**config.mk**
```make
export PLATFORM = sky130hd
export DESIGN_NAME = pauli_pulse_sequencer
export DESIGN_NICKNAME = d
export VERILOG_FILES = /design/src/rtl/pauli_pulse_sequencer.sv
export SDC_FILE = /design/constraint.sdc
export NUM_CORES = 1
export LEC_CHECK = 0
export ABC_CLOCK_PERIOD_IN_PS = 2500
export BUFFER_PORTS_ARGS = -buffer_cell sky130_fd_sc_hd__buf_4
export CAP_MARGIN = 25
export CORE_MARGIN = 8
export CORE_UTILIZATION = 35
export DETAILED_ROUTE_END_ITERATION = 10
export SYNTH_ARGS = -nofsm -noshare
export SYNTH_HDL_FRONTEND = slang
export SYNTH_SLANG_ARGS = --single-unit
```
**constraint.sdc**
```tcl
create_clock -name clk_1g -period 2.5 [get_ports clk_1g]
set_input_delay 0.25 -clock clk_1g [delete_from_list [all_inputs] [get_ports clk_1g]]
set_output_delay 0.25 -clock clk_1g [all_outputs]
set_load 0.01 [all_outputs]
```
**src/rtl/pauli_pulse_sequencer.sv**
```systemverilog
`default_nettype none
// ============================================================================
// Module   : pauli_pulse_sequencer
// Purpose  : Turns queued Pauli correction commands into timed X/Z drive
//            windows for the qubit controller and keeps run statistics.
// Ports    : clk_1g        - 1 GHz clock
//            rst_n         - asynchronous active-low reset
//            pauli_gate    - correction code (00=I, 01=X, 10=Z, 11=XZ)
//            apply_gate    - one-cycle command strobe
//            teleport_fail - upstream failure level
//            clr_counts    - synchronous clear of all counters
//            drive_x/z     - X / Z drive windows (state decode only)
//            seq_busy      - sequencer active or commands pending
//            seq_done      - one-cycle pulse per completed command
//            seq_overflow  - one-cycle pulse per dropped command
//            gate/drop/fail_count - saturating statistics
// Revision : 1.0 - initial release
// ============================================================================
module pauli_pulse_sequencer #(
  parameter int X_LEN      = 20,
  parameter int Z_LEN      = 8,
  parameter int GAP_LEN    = 4,
  parameter int FIFO_DEPTH = 4,
  parameter int CNT_WIDTH  = 32
) (
  input  logic                 clk_1g,
  input  logic                 rst_n,
  input  logic [1:0]           pauli_gate,
  input  logic                 apply_gate,
  input  logic                 teleport_fail,
  input  logic                 clr_counts,
  output logic                 drive_x,
  output logic                 drive_z,
  output logic                 seq_busy,
  output logic                 seq_done,
  output logic                 seq_overflow,
  output logic [CNT_WIDTH-1:0] gate_count,
  output logic [CNT_WIDTH-1:0] drop_count,
  output logic [CNT_WIDTH-1:0] fail_count
);

  localparam int c_MAX_XZ  = (X_LEN > Z_LEN) ? X_LEN : Z_LEN;
  localparam int c_MAX_LEN = (c_MAX_XZ > GAP_LEN) ? c_MAX_XZ : GAP_LEN;
  localparam int c_TW      = (c_MAX_LEN > 1) ? $clog2(c_MAX_LEN) : 1;
  localparam int c_AW      = $clog2(FIFO_DEPTH);

  localparam logic [c_TW-1:0] c_X_LOAD   = c_TW'(X_LEN - 1);
  localparam logic [c_TW-1:0] c_Z_LOAD   = c_TW'(Z_LEN - 1);
  localparam logic [c_TW-1:0] c_GAP_LOAD = c_TW'(GAP_LEN - 1);

  localparam logic [2:0] S_IDLE    = 3'd0;
  localparam logic [2:0] S_X_PULSE = 3'd1;
  localparam logic [2:0] S_GAP     = 3'd2;
  localparam logic [2:0] S_Z_PULSE = 3'd3;
  localparam logic [2:0] S_DONE    = 3'd4;

  logic [2:0]           r_state;
  logic [2:0]           w_state_nxt;
  logic [c_TW-1:0]      r_timer;
  logic [1:0]           r_code;

  logic [1:0]           r_mem [FIFO_DEPTH];
  logic [c_AW:0]        r_wr_ptr;
  logic [c_AW:0]        r_rd_ptr;
  logic                 w_empty;
  logic                 w_full;
  logic                 w_pop;
  logic                 w_push;
  logic                 w_drop;
  logic [1:0]           w_head;
  logic                 w_tmr_done;

  logic                 r_ovf;
  logic                 r_fail_d1;
  logic                 r_fail_d2;
  logic                 w_fail_rise;
  logic [CNT_WIDTH-1:0] r_gate_cnt;
  logic [CNT_WIDTH-1:0] r_drop_cnt;
  logic [CNT_WIDTH-1:0] r_fail_cnt;

  // --------------------------------------------------------------------------
  // Command FIFO: the extra pointer MSB separates full from empty.
  // --------------------------------------------------------------------------
  assign w_empty = (r_wr_ptr == r_rd_ptr);
  assign w_full  = (r_wr_ptr[c_AW] != r_rd_ptr[c_AW]) &&
                   (r_wr_ptr[c_AW-1:0] == r_rd_ptr[c_AW-1:0]);
  assign w_head  = r_mem[r_rd_ptr[c_AW-1:0]];
  assign w_pop   = (r_state == S_IDLE) && !w_empty;
  // A same-cycle pop frees a slot, so a full FIFO can still accept.
  assign w_push  = apply_gate && (!w_full || w_pop);
  assign w_drop  = apply_gate && w_full && !w_pop;

  always_ff @(posedge clk_1g) begin
    if (w_push) begin
      r_mem[r_wr_ptr[c_AW-1:0]] <= pauli_gate;
    end
  end

  always_ff @(posedge clk_1g or negedge rst_n) begin
    if (!rst_n) begin
      r_wr_ptr <= '0;
      r_rd_ptr <= '0;
    end else begin
      if (w_push) r_wr_ptr <= r_wr_ptr + (c_AW+1)'(1);
      if (w_pop)  r_rd_ptr <= r_rd_ptr + (c_AW+1)'(1);
    end
  end

  // --------------------------------------------------------------------------
  // FSM: state register, command register and duration timer
  // --------------------------------------------------------------------------
  assign w_tmr_done = (r_timer == '0);

  always_ff @(posedge clk_1g or negedge rst_n) begin
    if (!rst_n) begin
      r_state <= S_IDLE;
      r_timer <= '0;
      r_code  <= 2'b00;
    end else begin
      r_state <= w_state_nxt;
      if (w_pop) r_code <= w_head;
      // The timer is reloaded on every state entry with len-1.
      if (w_state_nxt != r_state) begin
        case (w_state_nxt)
          S_X_PULSE: r_timer <= c_X_LOAD;
          S_Z_PULSE: r_timer <= c_Z_LOAD;
          S_GAP:     r_timer <= c_GAP_LOAD;
          default:   r_timer <= '0;
        endcase
      end else if (!w_tmr_done) begin
        r_timer <= r_timer - c_TW'(1);
      end
    end
  end

  always_comb begin
    w_state_nxt = r_state;
    case (r_state)
      S_IDLE: begin
        if (!w_empty) begin
          case (w_head)
            2'b00:   w_state_nxt = S_DONE;
            2'b10:   w_state_nxt = S_Z_PULSE;
            default: w_state_nxt = S_X_PULSE;
          endcase
        end
      end
      S_X_PULSE: if (w_tmr_done) w_state_nxt = (r_code == 2'b11) ? S_GAP : S_DONE;
      S_GAP:     if (w_tmr_done) w_state_nxt = S_Z_PULSE;
      S_Z_PULSE: if (w_tmr_done) w_state_nxt = S_DONE;
      S_DONE:    w_state_nxt = S_IDLE;
      default:   w_state_nxt = S_IDLE;
    endcase
  end

  // Drives are decoded from the state register only, keeping them glitch-free.
  always_comb begin
    drive_x  = (r_state == S_X_PULSE);
    drive_z  = (r_state == S_Z_PULSE);
    seq_done = (r_state == S_DONE);
    seq_busy = (r_state != S_IDLE) || !w_empty;
  end

  // --------------------------------------------------------------------------
  // Statistics
  // --------------------------------------------------------------------------
  assign w_fail_rise = r_fail_d1 && !r_fail_d2;

  always_ff @(posedge clk_1g or negedge rst_n) begin
    if (!rst_n) begin
      r_ovf     <= 1'b0;
      r_fail_d1 <= 1'b0;
      r_fail_d2 <= 1'b0;
    end else begin
      r_ovf     <= w_drop;
      r_fail_d1 <= teleport_fail;
      r_fail_d2 <= r_fail_d1;
    end
  end

  always_ff @(posedge clk_1g or negedge rst_n) begin
    if (!rst_n) begin
      r_gate_cnt <= '0;
      r_drop_cnt <= '0;
      r_fail_cnt <= '0;
    end else if (clr_counts) begin
      r_gate_cnt <= '0;
      r_drop_cnt <= '0;
      r_fail_cnt <= '0;
    end else begin
      if ((r_state == S_DONE) && (r_gate_cnt != '1)) r_gate_cnt <= r_gate_cnt + CNT_WIDTH'(1);
      if (w_drop && (r_drop_cnt != '1))              r_drop_cnt <= r_drop_cnt + CNT_WIDTH'(1);
      if (w_fail_rise && (r_fail_cnt != '1))         r_fail_cnt <= r_fail_cnt + CNT_WIDTH'(1);
    end
  end

  assign seq_overflow = r_ovf;
  assign gate_count   = r_gate_cnt;
  assign drop_count   = r_drop_cnt;
  assign fail_count   = r_fail_cnt;

endmodule
`default_nettype wire

```
After elaboration in Yosys (flattened, before gate mapping)
Memories as Yosys holds them, arrays and structs flattened.
Cells that the tools add are included.

cells by class
  add/subtract/negate cells = 6
  multiply operators = 0
  divide/modulo/power cells = 0
  magnitude comparators = 0
  equal/unequal tests = 17
  shift operators = 0
  mux-type cells = 18
  bitwise logic cells = 0
  reductions and logical operators = 22

operators by type and width
  cell                   number
  $mux 32                6
  $add 32x1->32 const B  3
  $ne 32x32->1 const B   3
  $mux 3                 5
  $pmux 5 s3             1
  $eq 3x2->1 const B     4
  $pmux 3 s4             1
  $mux 5                 2
  $logic_and 1x1->1      9
  $add 3x1->3 const B    2
  $eq 3x1->1 const B     2
  $pmux 3 s2             1
  $reduce_bool 2->1      3
  $logic_not 5->1        1
  $sub 5x1->5 const B    1
  $eq 2x2->1 const B     2
  $logic_not 1->1        4
  $eq 3x3->1             1
  $eq 3x3->1 const B     1
  $logic_not 3->1        1
  $ne 3x3->1             1
  $reduce_bool 3->1      1
  $eq 2x2->1             1
  $logic_not 2->1        1
  other kinds (4)        6

word-level totals
  flip-flop bits (word level) = 115
  latch bits = 0
  memory bits (writable) = 8
  memory bits (read-only) = 0
  input port bits = 7
  output and inout bits = 101
  word-level logic and storage cells = 75
  memories = 1

memories
  name   words  width  read ports  clocked after Yosys merged registers in  write ports  RTL line  source
  r_mem  4      2      1           0                                        1            62        logic [1:0] r_mem [FIFO_DEPTH];

Depth between registers and ports, before layout
Gate-level depths: netlist of the first run.

  word-level depth = 8
  depth in mapped cells = 8
  mapped depth without buffers = 7

Worst setup path before layout of the first run
No wires, ideal clock.

  path kind = reg-to-reg
  from = register r_rd_ptr[0]
  to = register r_drop_cnt[25], in the netlist drop_count[25]
  library setup time = 0.078 ns
  arrival = 2.391 ns
  data required time = 2.422 ns
  slack = 0.031 ns
  cell stages (with the launch flop) = 7
  buffers on the path = 1
  clock period less this slack = 2.469 ns
  path through = dfrtp_1 -> xor2_1 -> or4_4 -> or4_1 -> buf_2 -> or4_1 -> a21oi_1

between the ends
  cells in the longest elaborated chain, start to end = 7
  elaborated cells on any way between the ends = 10
  those cells by class = eq/ne (2); reduce/logical (8)

RTL lines
  element                               RTL line  source
  start: declaration                    64        logic [c_AW:0] r_rd_ptr;
  start signal: assignment              105       if (w_pop) r_rd_ptr <= r_rd_ptr + (c_AW+1)'(1);
  $eq 3x3->1                            84        assign w_empty = (r_wr_ptr == r_rd_ptr);
  $logic_not 1->1                       88        assign w_pop = (r_state == S_IDLE) && !w_empty;
  $logic_and 1x1->1                     88
  $logic_not 1->1                       91        assign w_drop = apply_gate && w_full && !w_pop;
  $logic_and 1x1->1 *                   91
  $logic_and 1x1->1 *                   192       if (w_drop && (r_drop_cnt != '1)) r_drop_cnt <= r_drop_cnt + CNT_WIDTH'(1);
  $reduce_bool 2->1 (no source line) *  --
  end signal: assignment                192
  end: declaration                      78        logic [CNT_WIDTH-1:0] r_drop_cnt;

Every way passes the cells marked *; elsewhere a longest branch is shown, timed or not.
A chain may end at the register's enable or synchronous reset.

Final worst setup path of the first run
  from = register r_wr_ptr[1]
  to = register r_drop_cnt[14], in the netlist drop_count[14]

between the ends
  cells in the longest elaborated chain, start to end = 7
  elaborated cells on any way between the ends = 10
  those cells by class = eq/ne (2); reduce/logical (8)

RTL lines
  element                               RTL line  source
  start: declaration                    63        logic [c_AW:0] r_wr_ptr;
  start signal: assignment              104       if (w_push) r_wr_ptr <= r_wr_ptr + (c_AW+1)'(1);
  $eq 3x3->1                            84
  $logic_not 1->1                       88
  $logic_and 1x1->1                     88
  $logic_not 1->1                       91
  $logic_and 1x1->1 *                   91
  $logic_and 1x1->1 *                   192
  $reduce_bool 2->1 (no source line) *  --

Marks and branches as above.

==> results of run 1 <==
==> stage by stage <==
step / total power [W] / hold WS (ns)
finish: 0.00620 / 0.0375
global route: 0.00656 / 0.0194
CTS: 0.00627 / 0.0236
detailed placement: 0.00366 / 0.234
global placement: 0.00364 / 0.233
floorplan: 0.00314 / -0.0456
==> critical path, stage by stage, from the launching register on <==
cell and delay [ns]:
dfrtp_1 0.39, xor2_1 0.18, or4_4 0.56, or3_1 0.38, buf_6 0.17, or4_1 0.46, a21oi_1 0.16
==> cell usage after synthesis, types with 22 or more instances <==
cell,n
inv_1,30
nand3_1,33
clkbuf_1,31
o21ai_0,30
xnor2_1,22
nand2_1,51
a21oi_1,69
o31ai_1,34
or3_1,30
or4_1,36
dfrtp_1,115
nor2_1,49
nand4_1,34
==> flip-flops by register name, summed over array words and instances (netlist names) <==
name and cells:
fail_count 32, r_rd_ptr 3, seq_overflow 1, gate_count 32
r_fail_d1 1, r_code 2, r_state 3, drop_count 32
r_timer 5, r_wr_ptr 3, r_mem 8, r_fail_d2 1
==> cell type report <==
| cell class | instances | area (um2) |
|---|---|---|
| clock buffers | 26 | 509 |
| fillers | 1790 | 10000 |
| repair buffers | 154 | 1180 |
| clock inverters | 6 | 108 |
| inverters | 30 | 113 |
| multi-input cells | 529 | 3340 |
| well taps | 234 | 293 |
| flip-flops and latches | 123 | 3120 |
==> worst paths after layout <==
| kind | slack [ns] | cells past startpoint | from | end |
|---|---|---|---|---|
| worst min register to register | 0.45 | 0 | r_fail_d1$_DFF_PN0_ | r_fail_d2$_DFF_PN0_ |
| max in group asynchronous | 1.43 | 3 | rst_n | r_code[0]$_DFFE_PN0P_ |
| worst max register to register | 0.13 | 6 | r_wr_ptr[1]$_DFFE_PN0P_ | drop_count[14]$_DFFE_PN0P_ |
| min in group asynchronous | 0.33 | 2 | rst_n | fail_count[18]$_DFFE_PN0P_ |
| worst max-delay path | 0.13 | 6 | r_wr_ptr[1]$_DFFE_PN0P_ | drop_count[14]$_DFFE_PN0P_ |
| worst min-delay path | 0.04 | 1 | pauli_gate[1] | r_mem[0][1]$_DFFE_PP_ |
==> power by group <==
group | total (W) | switching (W) | internal [W] | leakage, nW
logic | 0.00131 | 0.000708 | 0.000601 | 1.64
clock network | 0.00259 | 0.000890 | 0.00170 | 0.301
registers | 0.00231 | 0.000113 | 0.00219 | 1.64
total | 0.00620 | 0.00171 | 0.00449 | 3.59
==> what timing repair did <==
item / in CTS / in global routing
resized for setup: 1 / 2
setup buffers: 0 / 0
endpoints found under the hold margin: 30 / 0
pin swaps: 0 / 1
cloned: 0 / 0
hold buffers: 2 / 0
setup endpoints to repair: 4 / 5
==> kinds of logic (layout without fill, tap and decap cells) <==
group	after synthesis	count (layout)	synth area share (%)
adder cells (fa/ha/maj)	10	10	1.87
AND/OR/NAND/NOR	308	308	25.8
multiplexers	13	13	2.57
AO/OA/AOI/OAI	170	170	15.7
XOR/XNOR	28	28	3.67
flip-flops	123	123	46.7
buffers and inverters	66	216	3.76
==> metal layers <==
| metal | GRT usage (%) | wire, um | vias to the layer above |
|---|---|---|---|
| met5 | 0 | 0 | - |
| li1 | - | - | 2998 |
| met3 | 4.24 | 853 | 17 |
| met4 | 5.23 | 265 | 0 |
| met2 | 25.5 | 8750 | 126 |
| met1 | 20.8 | 8590 | 3045 |
==> run metrics, run 1 <==
fin crit period=between 2 and 2.5 ns; initial antenna violation count=0; via count=about 6,200; Final #Nets=between 800 and 900; max_cap viols=0; number of hold violations in the final report=0; Cell Area, Placed=roughly 8000 um2; Non-Filler Instances=about 1,100; Core Area=roughly 19,000 um2; worst setup path category=register to register; drt via density=between 5 and 6; CP startpoint kind=register; CTS clk-pin slew, worst paths=approximately 0.06 ns; gpl congestion=around 0.79; Max VDD drop=between 0.0004 and 0.0005 V; top cell type's share of synthesized area=43.1%; Tot GR Track Use=between 10% and 20%; row count=50; Area contributors post-synth=dfrtp_1 (43%), a21oi_1 (5.2%), or4_1 (4.0%), o31ai_1 (3.8%), edfxtp_1 (3.6%); effective utilization at floorplan=35.7%; Post-Route Setup TNS=0 ns; CTS Buffer Depth=2; CTS tree=yes; die area=between 20,000 and 25,000 um2; Chip Height=roughly 150 um; Crit Path Max Fanout=19; Post-synth EDFFs=8; DP HPWL=13,100 um; fin crit share=a little over nine tenths; root buffer cell=clkbuf_16; CTS sink cnt=123; Slew Limit Fails=0; Worst Path Required=2.84 ns; Cells after Synth=between 700 and 800; min-delay worst type=primary input to register; antenna cells=0; Power Density=a little over 700 nW/um2; FF+latch count, synth=~120; fraction of the yosys area taken by sequential cells=46.7%; H-tree lvl count=4; Starting DRT DRC Count=260; drt pass-1 iters=4; number of instances in the placed design=around 1,100; Final WS setup=between 0.1 and 0.15 ns; global-route wire length before repair=between 30,000 and 40,000 um; commonest non-fill, non-tap cell in the layout=buf_4; most frequent cells in the layout=buf_4 (150), dfrtp_1 (115), a21oi_1 (69); vias in the first global route=about 6,100; headroom to the max-slew limit=58.4%; final clock skew=between 0.007 and 0.008 ns; fin util=between 40% and 50%; Setup-failing EPs final=0; Port Buffers=107; crit end category=register; antenna-violating nets left=0; pre-CTS setup slack=0.00270 ns; achievable clock frequency=between 0.4 and 0.5 GHz; pin count of the biggest net entering global routing=47; fin area=~8700 um2; Routed WL=18,500 um; worst slew pin tran=0.609 ns; asr flop ratio synth=93.5%; number of CTS-inserted buffers=17; Die Width=154 um; GRT overflow=0; Ports=108; WL/cell=16.8 um; Ys Warns=0; RSZ-0062 raised after global routing=no; P&R area growth vs syn=29.6%; status=complete, no violations; distinct cell type count after synthesis=53; main flop type after synthesis=dfrtp_1; syn nets=735; Worst-Skew Late Latency=about 0.42 ns; DRC=0; synthesized area=about 6700 um2; share of layout cells above drive strength 1=between 20% and 30%; mean area per synthesized cell=just over 9 um2; leakage power=between 3 and 4 nW; area leader, netlist=dfrtp_1; critical path arrival=around 2.7 ns
Power figures use the tool's default switching activity.
==> run 2, diff against run 1 <==
--- a/config.mk
+++ b/config.mk
@@ -5,12 +5,15 @@
 export SDC_FILE = /design/constraint.sdc
 export NUM_CORES = 1
 export LEC_CHECK = 0
-export ABC_CLOCK_PERIOD_IN_PS = 2500
+export ABC_CLOCK_PERIOD_IN_PS = 2000
 export BUFFER_PORTS_ARGS = -buffer_cell sky130_fd_sc_hd__buf_4
 export CAP_MARGIN = 25
+export CELL_PAD_IN_SITES_DETAIL_PLACEMENT = 0
+export CELL_PAD_IN_SITES_GLOBAL_PLACEMENT = 2
 export CORE_MARGIN = 8
-export CORE_UTILIZATION = 35
+export CORE_UTILIZATION = 32
 export DETAILED_ROUTE_END_ITERATION = 10
+export PLACE_DENSITY_LB_ADDON = 0.1
 export SYNTH_ARGS = -nofsm -noshare
 export SYNTH_HDL_FRONTEND = slang
 export SYNTH_SLANG_ARGS = --single-unit
==> constraint.sdc (replaced) <==
create_clock -name clk_1g -period 2 [get_ports clk_1g]
set_input_delay 0.2 -clock clk_1g [delete_from_list [all_inputs] [get_ports clk_1g]]
set_output_delay 0.2 -clock clk_1g [all_outputs]
set_load 0.01 [all_outputs]
==> run 2 against run 1 <==
Effect of this change:
- the flow now finishes with violations (setup timing)
- via count grew 9.8%
- largest power group unchanged
- largest cell class unchanged
- critical path depth is 1 lower
- highest routed layer unchanged
- combinational power increased by 73%
- wire length rose by 19%
==> run metrics, run 2 (synthesized netlist as in run 1, its figures left out) <==
P&R area growth vs syn=58.3%; CP startpoint kind=register; Slew Limit Fails=0 (unchanged); fin crit share=116% (+21 points); headroom to the max-slew limit=56.1% (-2.3 points); Switch Pwr=0.00246 W (+44%); register share of total power=34.8% (-2.4 points); root buffer cell=clkbuf_16; Power Density=782 nW/um2 (+9.1%); drt pass-1 iters=8 (+4); CP dominant cell by count=or4_4; CTS clk-pin slew, worst paths=0.06 ns (about the same); CTS sink cnt=123 (unchanged); via count=6,790 (+9.8%); sw frac=29.7% (+2.1 points); Port Buffers=107 (unchanged); Die Width=161 um (+4.1%); Setup-failing EPs final=29 (+29); final clock skew=0.0101 ns (+0.00304 ns); Worst Path Required=2.34 ns (-0.50 ns); worst setup path category=register to register; row count=53 (+6.0%); initial antenna violation count=0 (unchanged); number of instances in the placed design=1,216 (+14%); Max VDD drop=0.000550 V (+23%); fin area=10,600 um2 (+22%); Tot GR Track Use=16.7% (+0.68 points); fin crit period=2.32 ns (-0.0459 ns); H-tree lvl count=4 (unchanged); global-route wire length before repair=35,800 um (+14%); Worst path slowest cell=or4_4; Cell Chain, Critical Path=xor2_1 -> or4_4 -> or4_4 -> or4_1 -> a21oi_1; Final #Nets=1,014 (+16%); status=finished with violations; worst slew pin tran=0.658 ns (+0.0493 ns); CTS Buffer Depth=2 (unchanged); Chip Height=161 um (+4.1%); Core Area=20,800 um2 (+11%); Final WS setup=-0.324 ns (-0.454 ns); Ports=108 (unchanged); Crit Path Max Fanout=7 (-12); WL/cell=17.1 um (+2.1%); DP HPWL=15,600 um (+19%); effective utilization at floorplan=32.2% (-3.5 points); critical path arrival=2.66 ns (-0.05 ns); DRC=0 (unchanged); CTS tree=yes; Buf+Inv Stages, Crit Path=0 (-1); antenna cells=0 (unchanged); antenna-violating nets left=0 (unchanged); pin count of the biggest net entering global routing=50 (+6.4%); flop2flop setup slack=-0.32 ns (-0.45 ns); Top delay family on crit path=simple AND/OR/NAND/NOR gates; Starting DRT DRC Count=298 (+15%); Cell Area, Placed=9000 um2 (+12%); crit-path max cell delay=0.58 ns (+0.02 ns); leakage power=4.56 nW (+27%); gpl congestion=0.788 (-0.39%); Worst-Skew Late Latency=0.41 ns (about the same); GRT overflow=0 (unchanged); vias in the first global route=7,011 (+15%); min-delay worst type=primary input to register; Non-Filler Instances=1,284 (+17%); combinational power share=27.3% (+6.2 points); RSZ-0062 raised after global routing=yes; clock group share of total power=37.9% (-3.8 points); max_cap viols=0 (unchanged); die area=25,800 um2 (+8.4%); failing checks=setup timing; drt via density=5.29 (-5.8%); Post-Route Setup TNS=-5.14 ns (-5.14 ns); Routed WL=22,000 um (+19%); Internal Pwr Total=0.00581 W (+29%); pre-CTS setup slack=-0.469 ns (-0.472 ns); crit end category=register; share of layout cells above drive strength 1=43.4% (+20 points); most frequent cells in the layout=buf_4 (261), dfrtp_1 (114), nor2_1 (48); number of hold violations in the final report=0 (unchanged); number of CTS-inserted buffers=17 (unchanged); commonest non-fill, non-tap cell in the layout=buf_4; achievable clock frequency=0.430 GHz (+2.0%)
-- run 2: cell types whose count changed in the layout (fill, tap and decap cells not counted), sizes merged --
cell	before	now
buf	152	292
clkbuf	26	19
clkinv	2	7
clkinvlp	1	3
dlygate4sd3	2	4
inv	30	29
-- run 2: worst min-delay path, cell delays in order --
cell     delay, ns
buf_4         0.16
nand2_8       0.10
or4_4         0.12
a21oi_2       0.04
-- run 2: metal layers --
| layer | wire length [um] | share of wire, % | GRT usage, % |
|---|---|---|---|
| met1 | 10200 | 46 | 21.7 |
| met4 | 237 | 1.1 | 5.40 |
| met3 | 726 | 3.3 | 3.12 |
| met5 | 0 | 0 | 0 |
| met2 | 10800 | 49 | 27.6 |
-- run 2: layout make-up --
class,instances,area (um2)
clock buffer,19,443
clock inverter,12,150
fill,1926,10200
inverter,30,118
multi-input combinational,529,4000
sequential,123,3120
tap,275,344
timing repair buffer,296,2400
-- run 2: power groups by stage --
| stage | Combinational (W) | Clock, W | Sequential [W] |
|---|---|---|---|
| 2_1_floorplan | 0.000997 | 0 | 0.00295 |
| 5_1_grt | 0.00247 | 0.00330 | 0.00291 |
| 6_report | 0.00226 | 0.00313 | 0.00288 |
| 3_5_place_dp | 0.00184 | 0 | 0.00292 |
| 3_3_place_gp | 0.00180 | 0 | 0.00290 |
| 4_1_cts | 0.00195 | 0.00321 | 0.00288 |
-- run 2: stage by stage --
step	total power [W]	hold WS, ns	utilization [%]
6_report	0.00827	0.245	51.0
5_1_grt	0.00868	0.238	51.0
4_1_cts	0.00803	0.247	47.6
3_5_place_dp	0.00476	0.190	43.3
3_3_place_gp	0.00470	0.177	43.3
2_1_floorplan	0.00394	-0.0956	-
-- run 2: what timing repair did --
action | CTS | global route
resized for setup | 42 | 116
setup endpoints to repair | 55 | 77
pin swaps | 22 | 50
hold endpoints to repair | 37 | 0
cloned | 0 | 1
buffers inserted | 10 | 22
hold buffers | 4 | 0
-- run 2: final timing paths --
path,startpoint,cells past startpoint,endpoint
worst max-delay path,r_rd_ptr[0]$_DFFE_PN0P_,5,drop_count[27]$_DFFE_PN0P_
worst min-delay path,apply_gate,4,drop_count[2]$_DFFE_PN0P_
worst max register to register,r_rd_ptr[0]$_DFFE_PN0P_,5,drop_count[27]$_DFFE_PN0P_
worst min register to register,r_fail_d1$_DFF_PN0_,0,r_fail_d2$_DFF_PN0_
max in group asynchronous,rst_n,3,gate_count[7]$_DFFE_PN0P_
min in group asynchronous,rst_n,2,gate_count[15]$_DFFE_PN0P_
==> run 3, diff against run 2 <==
--- a/config.mk
+++ b/config.mk
@@ -5,13 +5,14 @@
 export SDC_FILE = /design/constraint.sdc
 export NUM_CORES = 1
 export LEC_CHECK = 0
-export ABC_CLOCK_PERIOD_IN_PS = 2000
+export ABC_AREA = 1
+export ABC_CLOCK_PERIOD_IN_PS = 2500
 export BUFFER_PORTS_ARGS = -buffer_cell sky130_fd_sc_hd__buf_4
 export CAP_MARGIN = 25
 export CELL_PAD_IN_SITES_DETAIL_PLACEMENT = 0
 export CELL_PAD_IN_SITES_GLOBAL_PLACEMENT = 2
 export CORE_MARGIN = 8
-export CORE_UTILIZATION = 32
+export CORE_UTILIZATION = 33
 export DETAILED_ROUTE_END_ITERATION = 10
 export PLACE_DENSITY_LB_ADDON = 0.1
 export SYNTH_ARGS = -nofsm -noshare
==> constraint.sdc (replaced) <==
create_clock -name clk_1g -period 2.5 [get_ports clk_1g]
set_input_delay 0.25 -clock clk_1g [delete_from_list [all_inputs] [get_ports clk_1g]]
set_output_delay 0.25 -clock clk_1g [all_outputs]
set_load 0.01 [all_outputs]
==> run 3 against run 2 <==
Effect of this change:
- the run now ends clean
- critical path depth up 5
- flip-flop and latch count unchanged
- worst setup slack better by 0.57 ns
- count of clock-buffer cells in the layout down 2
- via count up 9.7%
==> run metrics, run 3 <==
H-tree lvl count=4 (unchanged); Crit Path Max Fanout=16 (+9); Setup-failing EPs final=0 (-100%); top cell type's share of synthesized area=36.9% (-6.1 points); CTS tree=yes; Worst Path Required=2.79 ns (+0.45 ns); crit-path max cell delay=0.41 ns (-0.17 ns); commonest non-fill, non-tap cell in the layout=nand2_1; Reg area=3120 um2 (about the same); share of layout cells above drive strength 1=19.3% (-24 points); Ys Warns=0 (unchanged); mean area per synthesized cell=7.36 um2 (-21%); global-route wire length before repair=41,500 um (+16%); Core Area=23,300 um2 (+12%); Slew Limit Fails=0 (unchanged); CTS sink cnt=123 (unchanged); Compound-Gate Fraction of Synth Area=9.05% (-6.7 points); Port Buffers=107 (unchanged); headroom to the max-slew limit=58.2% (+2.1 points); top cells by count, synth=nand2_1 (283), nor2_1 (124), dfrtp_1 (115); fraction of the yosys area taken by sequential cells=40.0% (-6.7 points); via count=7,448 (+9.7%); CP dominant cell by count=nand2_4; drt via density=4.90 (-7.3%); drt pass-1 iters=5 (-3); antenna-violating nets left=0 (unchanged); Post-CTS Hold Buffers=2 (-2); initial antenna violation count=0 (unchanged); min-delay worst type=primary input to register; max_cap viols=0 (unchanged); root buffer cell=clkbuf_16; asr flop ratio synth=93.5% (unchanged); GRT overflow=0 (unchanged); Cells after Synth=1,059 (+47%); leakage power=4.17 nW (-8.6%); Die Width=170 um (+5.7%); Routed WL=25,800 um (+18%); DRC=0 (unchanged); number of hold violations in the final report=0 (unchanged); status=complete, no violations; FF+latch count, synth=123 (unchanged); fin crit period=2.26 ns (-0.0672 ns); CTS Buffer Depth=2 (unchanged); Power Density=628 nW/um2 (-20%); antenna cells=0 (unchanged); postcts setup bufs=0 (-10); Buf+Inv Stages, Crit Path=2 (+2); post-synthesis mux area share=0% (-2.6 points); CP startpoint kind=register; most frequent cells in the layout=nand2_1 (283), buf_4 (130), nor2_1 (124); P&R area growth vs syn=23.6%; Final #Nets=1,205 (+19%); WL/cell=17.0 um (-0.69%); Max VDD drop=0.000385 V (-30%); Ports=108 (unchanged); Cell Area, Placed=9060 um2 (+0.72%); Worst-Skew Late Latency=0.42 ns (about the same); Starting DRT DRC Count=521 (+75%); final clock skew=0.0116 ns (+0.00146 ns); effective utilization at floorplan=33.4% (+1.2 points); Chip Height=170 um (+5.7%); post-synthesis simple-gate area fraction=36.7% (+11 points); xor-xnor portion of the synthesized cell area=4.83% (+1.2 points); worst setup path category=register to register; Worst path slowest cell=dfrtp_1; syn nets=1,076 (+46%); vias in the first global route=7,505 (+7.0%); cts repair resizes=0 (-100%); gpl congestion=0.816 (+3.6%); fin crit share=90.3% (-26 points); main flop type after synthesis=dfrtp_1; synthesized-area fraction occupied by adder cells=1.61% (-0.27 points); Top delay family on crit path=simple AND/OR/NAND/NOR gates; pre-CTS setup slack=0.261 ns (+0.730 ns); crit end category=register; Tot GR Track Use=18.3% (+1.6 points); DP HPWL=19,400 um (+24%); Post-Route Setup TNS=0 ns (+5.14 ns); row count=56 (+5.7%); die area=28,800 um2 (+12%); worst slew pin tran=0.625 ns (-0.0329 ns); Area contributors post-synth=dfrtp_1 (37%), nand2_1 (14%), nor2_1 (6.0%), inv_1 (5.2%), xor2_1 (4.2%); Final WS setup=0.243 ns (+0.567 ns); CTS clk-pin slew, worst paths=0.06 ns (about the same); multi-input logic area=4070 um2 (+1.8%); RSZ-0062 raised after global routing=no; distinct cell type count after synthesis=44 (-17%); largest family of logic cells by synthesized area=simple AND/OR/NAND/NOR gates; # fillers=2,499 (+30%); Cell Chain, Critical Path=ha_1 -> nand3_1 -> inv_2 -> nand2_2 -> nor2_2 -> nand3b_1 -> nand2_4 -> nand2_4 -> clkinv_2 -> o21ai_0; number of CTS-inserted buffers=17 (unchanged); cell with the most instances after synthesis=nand2_1; fin area=9640 um2 (-8.9%); fin util=41.3% (-9.7 points); achievable clock frequency=0.443 GHz (+3.0%); synthesized area=7790 um2 (+17%); Post-synth EDFFs=8 (unchanged); pin count of the biggest net entering global routing=57 (+14%); critical path arrival=2.55 ns (-0.11 ns); area leader, netlist=dfrtp_1
run 3: logic make-up after synthesis:
kind of cell             Yosys count
buffers and inverters            144
AND/OR/NAND/NOR                  625
flip-flops                       123
AO/OA/AOI/OAI                    114
adder cells (fa/ha/maj)           10
XOR/XNOR                          43
run 3: per-layer routing:
layer | wire, um | vias up | part of all wire (%) | track usage [%]
met5 | 0 | - | 0 | 0
met4 | 311 | 0 | 1.2 | 4.73
met3 | 1170 | 22 | 4.5 | 3.21
met2 | 12000 | 167 | 47 | 30.3
met1 | 12300 | 3518 | 48 | 24.3
li1 | - | 3741 | - | -
run 3: path summary, 6_finish.rpt:
path | slack, ns | from | depth (start not counted) | end
worst max register to register | 0.24 | drop_count[0]$_DFFE_PN0P_ | 10 | drop_count[29]$_DFFE_PN0P_
min in group asynchronous | 0.30 | rst_n | 2 | r_rd_ptr[0]$_DFFE_PN0P_
worst min register to register | 0.37 | r_fail_d1$_DFF_PN0_ | 0 | r_fail_d2$_DFF_PN0_
worst max-delay path | 0.24 | drop_count[0]$_DFFE_PN0P_ | 10 | drop_count[29]$_DFFE_PN0P_
worst min-delay path | 0.04 | pauli_gate[0] | 1 | r_mem[2][0]$_DFFE_PP_
max in group asynchronous | 1.46 | rst_n | 3 | drop_count[29]$_DFFE_PN0P_
run 3: cell type report:
| class | count | area share [%] |
|---|---|---|
| multi-input combinational | 792 | 42.2 |
| clock inverter | 15 | 1.35 |
| clock buffer | 17 | 4.41 |
| timing repair buffer | 135 | 10.9 |
| sequential | 123 | 32.4 |
| inverter | 119 | 4.65 |
| tap | 319 | 4.14 |
run 3: where the power goes:
group | switching (W) | total, W | internal, W
registers | 0.000142 | 0.00232 | 0.00218
logic | 0.000917 | 0.00136 | 0.000445
clock network | 0.00107 | 0.00237 | 0.00130
run 3: per-stage QoR:
step | hold WS (ns) | std cells | total power, W
final | 0.0394 | 1520 | 0.00606
after global routing | 0.0214 | 1520 | 0.00646
after CTS | 0.0145 | 1520 | 0.00616
after detailed placement | 0.178 | 1486 | 0.00374
after global placement | 0.173 | 1486 | 0.00375
after floorplan | -0.0456 | 1059 | 0.00334
